$ cat src/rtl/fifo_umbrales.sv
// rtl/fifo_umbrales.sv - data FIFO with programmable low/high occupancy thresholds
module fifo_umbrales #(
  parameter int DATA_WIDTH = 6,
  parameter int ADDR_WIDTH = 3
) (
  input  logic                  clk,
  input  logic                  reset,
  input  logic [7:0]            umbral_bajo,
  input  logic [7:0]            umbral_alto,
  input  logic                  wr_enable,
  input  logic [DATA_WIDTH-1:0] data_in,
  input  logic                  rd_enable,
  output logic [DATA_WIDTH-1:0] data_out,
  output logic                  valid_out,
  output logic [ADDR_WIDTH:0]   count,
  output logic                  empty,
  output logic                  full,
  output logic                  almost_empty,
  output logic                  almost_full,
  output logic                  error
);

  localparam int DEPTH = 1 << ADDR_WIDTH;
  localparam logic [ADDR_WIDTH:0] FULL_COUNT = (ADDR_WIDTH + 1)'(DEPTH);

  logic [DATA_WIDTH-1:0] mem_q [DEPTH];

  logic [ADDR_WIDTH-1:0] wr_ptr_q, wr_ptr_d;
  logic [ADDR_WIDTH-1:0] rd_ptr_q, rd_ptr_d;
  logic [ADDR_WIDTH:0]   count_q, count_d;
  logic [DATA_WIDTH-1:0] data_out_q, data_out_d;
  logic                  valid_q, valid_d;
  logic                  error_q, error_d;

  logic                  rd_acc;
  logic                  wr_acc;
  logic [7:0]            count_ext;

  // Acceptance: a read frees a slot, so a write at full is taken only alongside a read.
  always_comb begin
    rd_acc = rd_enable && !empty;
    wr_acc = wr_enable && (!full || rd_acc);
  end

  // Next-state for pointers, occupancy, read register and the sticky error flag.
  always_comb begin
    wr_ptr_d   = wr_ptr_q;
    rd_ptr_d   = rd_ptr_q;
    count_d    = count_q;
    data_out_d = data_out_q;
    valid_d    = 1'b0;
    error_d    = error_q;

    if (wr_acc) begin
      wr_ptr_d = wr_ptr_q + ADDR_WIDTH'(1);
    end
    if (rd_acc) begin
      rd_ptr_d   = rd_ptr_q + ADDR_WIDTH'(1);
      data_out_d = mem_q[rd_ptr_q];
      valid_d    = 1'b1;
    end

    if (wr_acc && !rd_acc) begin
      count_d = count_q + (ADDR_WIDTH + 1)'(1);
    end else if (rd_acc && !wr_acc) begin
      count_d = count_q - (ADDR_WIDTH + 1)'(1);
    end

    // Overflow is a dropped write; underflow is any read attempt on an empty FIFO.
    if ((wr_enable && full && !rd_acc) || (rd_enable && empty)) begin
      error_d = 1'b1;
    end
  end

  // Control registers; reset dominates every other input.
  always_ff @(posedge clk) begin
    if (reset) begin
      wr_ptr_q   <= '0;
      rd_ptr_q   <= '0;
      count_q    <= '0;
      data_out_q <= '0;
      valid_q    <= 1'b0;
      error_q    <= 1'b0;
    end else begin
      wr_ptr_q   <= wr_ptr_d;
      rd_ptr_q   <= rd_ptr_d;
      count_q    <= count_d;
      data_out_q <= data_out_d;
      valid_q    <= valid_d;
      error_q    <= error_d;
    end
  end

  // Storage array; contents survive reset and are only overwritten by accepted writes.
  always_ff @(posedge clk) begin
    if (!reset && wr_acc) begin
      mem_q[wr_ptr_q] <= data_in;
    end
  end

  // Flags follow the registered count and the live (unlatched) threshold inputs.
  always_comb begin
    count_ext    = {{(8 - ADDR_WIDTH - 1){1'b0}}, count_q};
    empty        = (count_q == '0);
    full         = (count_q == FULL_COUNT);
    almost_empty = (count_ext <= umbral_bajo);
    almost_full  = (count_ext >= umbral_alto);
  end

  assign data_out  = data_out_q;
  assign valid_out = valid_q;
  assign count     = count_q;
  assign error     = error_q;

endmodule

$ cat config.mk
export PLATFORM = sky130hd
export DESIGN_NAME = fifo_umbrales
export DESIGN_NICKNAME = d
export VERILOG_FILES = /design/src/rtl/fifo_umbrales.sv
export SDC_FILE = /design/constraint.sdc
export NUM_CORES = 1
export LEC_CHECK = 0
export ABC_CLOCK_PERIOD_IN_PS = 3030
export CAP_MARGIN = 30
export CORE_UTILIZATION = 39
export DETAILED_ROUTE_END_ITERATION = 6
export DONT_BUFFER_PORTS = 1
export HOLD_SLACK_MARGIN = 0.03
export SLEW_MARGIN = 0
export SYNTH_ARGS = -nofsm -noshare
export SYNTH_HDL_FRONTEND = slang
export SYNTH_SLANG_ARGS = --single-unit
$ cat constraint.sdc
create_clock -name clk -period 3.03 [get_ports clk]
set_input_delay 0.606 -clock clk [delete_from_list [all_inputs] [get_ports clk]]
set_output_delay 0.606 -clock clk [all_outputs]
set_load 0.01 [all_outputs]
==> flow_summary.ini, run 1 <==
[clock_tree]
post_cts_buffers = 0
clk_transition_reported_paths_ns = 0.07
clk_root_buffer_cell = clkbuf_8
ctsResizeCount = 0
cts_buffer_depth = 2
cts_buffers = 9
ctsHoldBuffers = 0
cts_sinks = 66
worstSkewPairLatency_ns = 0.34
cts_tree = yes
h-tree-depth = 3

[synthesis]
seq_area_frac_synth_pct = 63.4
async_reset_ff_share_pct = 0
syn_inst = 200
ys.flop_type = edfxtp_1
synth_nets = 240
synth-edff-count = 48
netlist_area_sq_um = 2840
synth.avg_cell_area_sq_um = 14.2
synthDistinctLibCells = 38
ys_ff_latch = 66
yosysWarnings = 0

[sta]
fmax_mhz = 377
skew_ns = 0.00572
period_minus_slack_ns = 2.65
slew_violations = 0
fin_setup_tns_ns = 0
rsz0062_at_grt = false
finalCritPeriodShare_pct = 87.5
setup_viol = 0
slew_headroom_pct = 52.5
worst_pin_slew_ns = 0.712
finalHoldViolCount = 0
worst_slack_ns = 0.380

[worst_setup_path]
crit_fanout = 6
ff2ff_setup_slack_ns = 0.38
reg2reg_to = count[3]
cp.required_ns = 3.26
cp-end-kind = flop
crit_arrival_ns = 2.88
criticalPathCategory = flop to flop
crit_path_start_kind = flop
rr_worst_depth = 10
reg2reg_from = count[0]

[worst_hold_path]
holdCritPathClass = input pin to flop
min_to = wr_ptr_q[0]
hold_depth = 1
hp-start = reset

[grt]
grt_pass1_vias = 1640
grt_max_degree = 24
track_usage_pct = 15.6
grt_pass1_wl_microns = 8400
antenna_found_initial = 0
overflow = 0

[placement]
place_hpwl_microns = 3690
gp_congestion = 0.701
port_buffers = 0
pre_cts_ws_ns = 0.328

[detailed_routing]
wirelength_microns = 5480
vias = 1686
routedWlPerCell_microns = 17.1
ant_nets = 0
avgViaCountPerCell = 5.27
drtIter0Drc = 99
firstDrtPassIters = 4
drc = 0

[pwr]
ir_drop_mv = 0.309
switchingPower_mw = 0.782
leakage_nw = 1.15
seqPwrFrac_pct = 44.9
internal-power_mw = 1.85
switching_share_pct = 29.7
p_comb_share_pct = 24.7
clockPowerShare_pct = 30.3
power_density_nw_per_um2 = 808

[finish]
drive_gt1_share_pct = 19.6
final_nets = 259
seq_area_sq_um = 1800
area_growth_pct = 14.4
multi_input_area_sq_um = 965
nFillCells = 641
antenna_cells = 0

[floorplan]
row_count = 30
start_util_pct = 41.2
die_w_microns = 87.4
dieArea_sq_um = 7640
io_pins = 42
core_sq_um = 6910
die_y_microns = 87.4

[run_status]
status = complete, no violations

[job]
cap_violations = 0
[logic make-up (layout without fill, tap and decap cells)]
logic type	count (synthesis)	in the layout	synth area share (%)
xor gates and xnor gates	6	6	1.85
muxes	14	14	10.4
adders and majority gates	14	14	6.42
AOI/OAI and AO/OA	24	24	5.68
buffers and inverters	18	42	2.73
DFF	66	66	63.4
and+or+nand+nor	58	58	9.59
[routing by layer]
metal  up-vias  GRT usage (%)  part of all wire, %
li1        787              -                    -
met2        59           23.9                   46
met5         -              0                    0
met4         0           6.26                  1.8
met1       831           20.3                   46
met3         9           5.59                  6.0
[worst max path at each step]
stage | from | to | cells after the start
2_1_floorplan | count[0] | count[3] | 10
3_3_place_gp | rd_enable | count[3] | 10
3_5_place_dp | rd_enable | count[3] | 10
4_1_cts | count[0] | count[3] | 10
5_1_grt | count[0] | count[3] | 10
6_report | count[0] | count[3] | 10
[per-stage QoR]
step | hold WS, ns | total power, mW | utilization, % | instances | instance area (sq um)
floorplan | 0.492 | 1.70 | - | 200 | 2840
global placement | 0.511 | 1.85 | 44.0 | 304 | 3040
detailed placement | 0.525 | 1.86 | 44.0 | 304 | 3040
CTS | 0.316 | 2.66 | 47.1 | 320 | 3250
global route | 0.314 | 2.79 | 47.1 | 320 | 3250
finish | 0.330 | 2.63 | 47.1 | 320 | 3250
[state kept, by name, indices dropped and copies added (netlist names)]
register,count
wr_ptr_q,3
data_out,6
rd_ptr_q,3
valid_out,1
error,1
count,4
mem_q,48
[power groups by stage]
stage,Sequential (mW),Clock (mW),Combinational [mW]
3_5_place_dp,1.21,0,0.656
2_1_floorplan,1.18,0,0.514
4_1_cts,1.19,0.814,0.662
3_3_place_gp,1.20,0,0.652
5_1_grt,1.20,0.854,0.734
6_report,1.18,0.798,0.651
[critical path, stage by stage, from the launching register on]
cell      delay, ns
dfxtp_1        0.31
or3_4          0.41
o21ai_4        0.22
inv_1          0.13
ha_1           0.21
inv_1          0.12
ha_1           0.28
a21oi_1        0.21
a211oi_1       0.10
a31oi_1        0.19
mux2_2         0.36
[synth_stat cells, types with 2 or more instances]
library cell / instances / area, sq um
mux4_2: 11 / 248
ha_1: 13 / 163
o21ai_0: 3 / 15.0
xnor2_1: 3 / 26.3
nand2_1: 9 / 33.8
clkbuf_1: 2 / 7.51
inv_1: 11 / 41.3
o21a_1: 2 / 15.0
edfxtp_1: 48 / 1440
a21oi_1: 6 / 30.0
buf_2: 2 / 10.0
o22ai_1: 6 / 37.5
nor2_1: 25 / 93.8
dfxtp_1: 18 / 360
nor2b_1: 2 / 12.5
nor3_1: 10 / 50.1
nand2b_1: 3 / 18.8
o211ai_1: 2 / 15.0
nor4_1: 3 / 18.8
xor2_1: 3 / 26.3
[layout by cell type (no fill, tap or decap), types with 6 or more instances in the layout]
master,n
dfxtp_1,18
edfxtp_1,48
nor3_1,10
buf_4,14
nand2_1,9
mux4_2,11
o22ai_1,6
a21oi_1,6
nor2_1,25
ha_1,13
clkbuf_8,9
inv_1,11
[layout make-up]
cell class,count,share of cell area [%]
Inverter,12,1.38
Multi-Input combinational cell,116,29.6
Tap cell,96,3.69
Sequential cell,66,55.4
Clock inverter,7,2.88
Clock buffer,9,3.81
Timing Repair Buffer,14,3.23
Power figures use the tool's default switching activity.
==> inputs of run 2 (changes only) <==
- CORE_UTILIZATION: 39 -> 60
- PLACE_DENSITY: default -> 0.76
==> flow_summary.ini, run 2 (synthesis results as in run 1) <==
[run_status]
status = complete, but fails checks
violations = design-rule violations

[detailed_routing]
drc = 10
firstDrtPassIters = 7
avgViaCountPerCell = 6.13
vias = 1668
drtIter0Drc = 144
routedWlPerCell_microns = 19.1
wirelength_microns = 5190
ant_nets = 0

[pwr]
internal-power_mw = 1.68
power_density_nw_per_um2 = 791
power_mw = 2.47
seqPwrFrac_pct = 48.6
switchingPower_mw = 0.787
clockPowerShare_pct = 25.6
leakage_nw = 1.11
ir_drop_mv = 0.393
switching_share_pct = 31.9
p_comb_share_pct = 25.9

[sta]
fin_setup_tns_ns = 0
finalCritPeriodShare_pct = 88.1
fmax_mhz = 375
whs_ns = 0.331
slew_violations = 0
finalHoldViolCount = 0
period_minus_slack_ns = 2.67
setup_viol = 0
rsz0062_at_grt = false
worst_pin_slew_ns = 0.849
skew_ns = 0.00999
slew_headroom_pct = 43.3

[worst_setup_path]
slowest_stage = dfxtp_1
worstPathCellList = nand2b_1 > o21ai_4 > inv_1 > ha_1 > inv_1 > ha_1 > a21oi_1 > a211oi_1 > a31oi_1 > mux2_2
worst-path-buf-inv = 2
cp.required_ns = 3.26
criticalPathCategory = flop to flop
cp-end-kind = flop
crit_family = compound AO/OA/AOI/OAI gates
slowest_delay_ns = 0.58
crit_arrival_ns = 2.90
crit_path_start_kind = flop
crit_fanout = 10

[finish]
final_cell_area_sq_um = 3120
area_growth_pct = 9.81
nFillCells = 306
mostFrequentLayoutCells = edfxtp_1, nor2_1, dfxtp_1, ha_1
top_register = mem_q
largest_reg_flops = 48
antenna_cells = 0
drive_gt1_share_pct = 18.2
mostFrequentLayoutCell = edfxtp_1
final_nets = 255

[clock_tree]
h-tree-depth = 3
cts_sinks = 66
clk_root_buffer_cell = clkbuf_8
cts_buffers = 9
ctsHoldBuffers = 0
cts_tree = yes
ctsResizeCount = 0
worstSkewPairLatency_ns = 0.34
post_cts_buffers = 0
clk_transition_reported_paths_ns = 0.07
cts_buffer_depth = 2

[floorplan]
io_pins = 42
core_sq_um = 4440
die_y_microns = 70.8
row_count = 24
dieArea_sq_um = 5020
start_util_pct = 64.0
die_w_microns = 70.8

[placement]
port_buffers = 0
place_hpwl_microns = 3600
placed_cell_area_sq_um = 2950
gp_congestion = 0.891

[grt]
grt_pass1_wl_microns = 8290
track_usage_pct = 23.5
grt_pass1_vias = 1704
antenna_found_initial = 0
grt_max_degree = 24
overflow = 0

[worst_hold_path]
holdCritPathClass = input pin to flop

[job]
cap_violations = 0
==> run 2: final timing paths <==
| kind | from | end | slack [ns] | depth (start not counted) |
|---|---|---|---|---|
| setup / recovery | count[3] | count[3] | 0.36 | 10 |
| hold / removal | reset | rd_ptr_q[1] | 0.33 | 1 |
| setup reg to reg | count[3] | count[3] | 0.36 | 10 |
| hold reg to reg | data_out[1] | data_out[1] | 0.53 | 2 |
==> run 2: routing by layer <==
metal  routed length [microns]  part of all wire (%)  vias to the layer above  global-route usage, %
li1                          -                     -                      781                      -
met1                      2120                    41                      805                   29.0
met2                      2650                    51                       71                   38.7
met3                       322                   6.2                       11                   7.98
met4                        97                   1.9                        0                   9.11
met5                         0                     0                        -                      0
==> run 2: cell type report <==
cell class,count,area [sq um],share of cell area (%)
inverter,12,45.0,1.44
sequential,66,1800,57.7
timing repair buffer,10,75.1,2.40
clock buffer,10,128,4.09
tap,52,65.1,2.08
clock inverter,6,43.8,1.40
multi-input combinational,116,965,30.9
==> run 2: power by group through the flow <==
stage / Combinational (mW) / Clock (mW) / Sequential, mW
after floorplan: 0.514 / 0 / 1.18
after global placement: 0.598 / 0 / 1.21
after detailed placement: 0.630 / 0 / 1.22
after CTS: 0.636 / 0.645 / 1.20
after global routing: 0.705 / 0.690 / 1.22
final: 0.638 / 0.631 / 1.20
==> run 2: worst reg2reg max path, cell delays in order, from the launching register on <==
cell and delay, ns:
dfxtp_1 0.58, nand2b_1 0.20, o21ai_4 0.22, inv_1 0.13, ha_1 0.21, inv_1 0.14
ha_1 0.29, a21oi_1 0.20, a211oi_1 0.09, a31oi_1 0.16, mux2_2 0.34
==> run 2: metrics by stage <==
step / setup WS (ns) / cells / utilization (%)
finish: 0.360 / 272 / 70.3
detailed placement: 0.345 / 256 / 66.4
global route: 0.159 / 272 / 70.3
global placement: 0.446 / 256 / 66.4
floorplan: 0.456 / 200 / -
CTS: 0.375 / 272 / 70.3
==> inputs of run 3 (changes only) <==
- TNS_END_PERCENT: default -> 100
==> results of run 3 <==
Same layout as run 2: the final DEF is identical, and so are final timing and power.
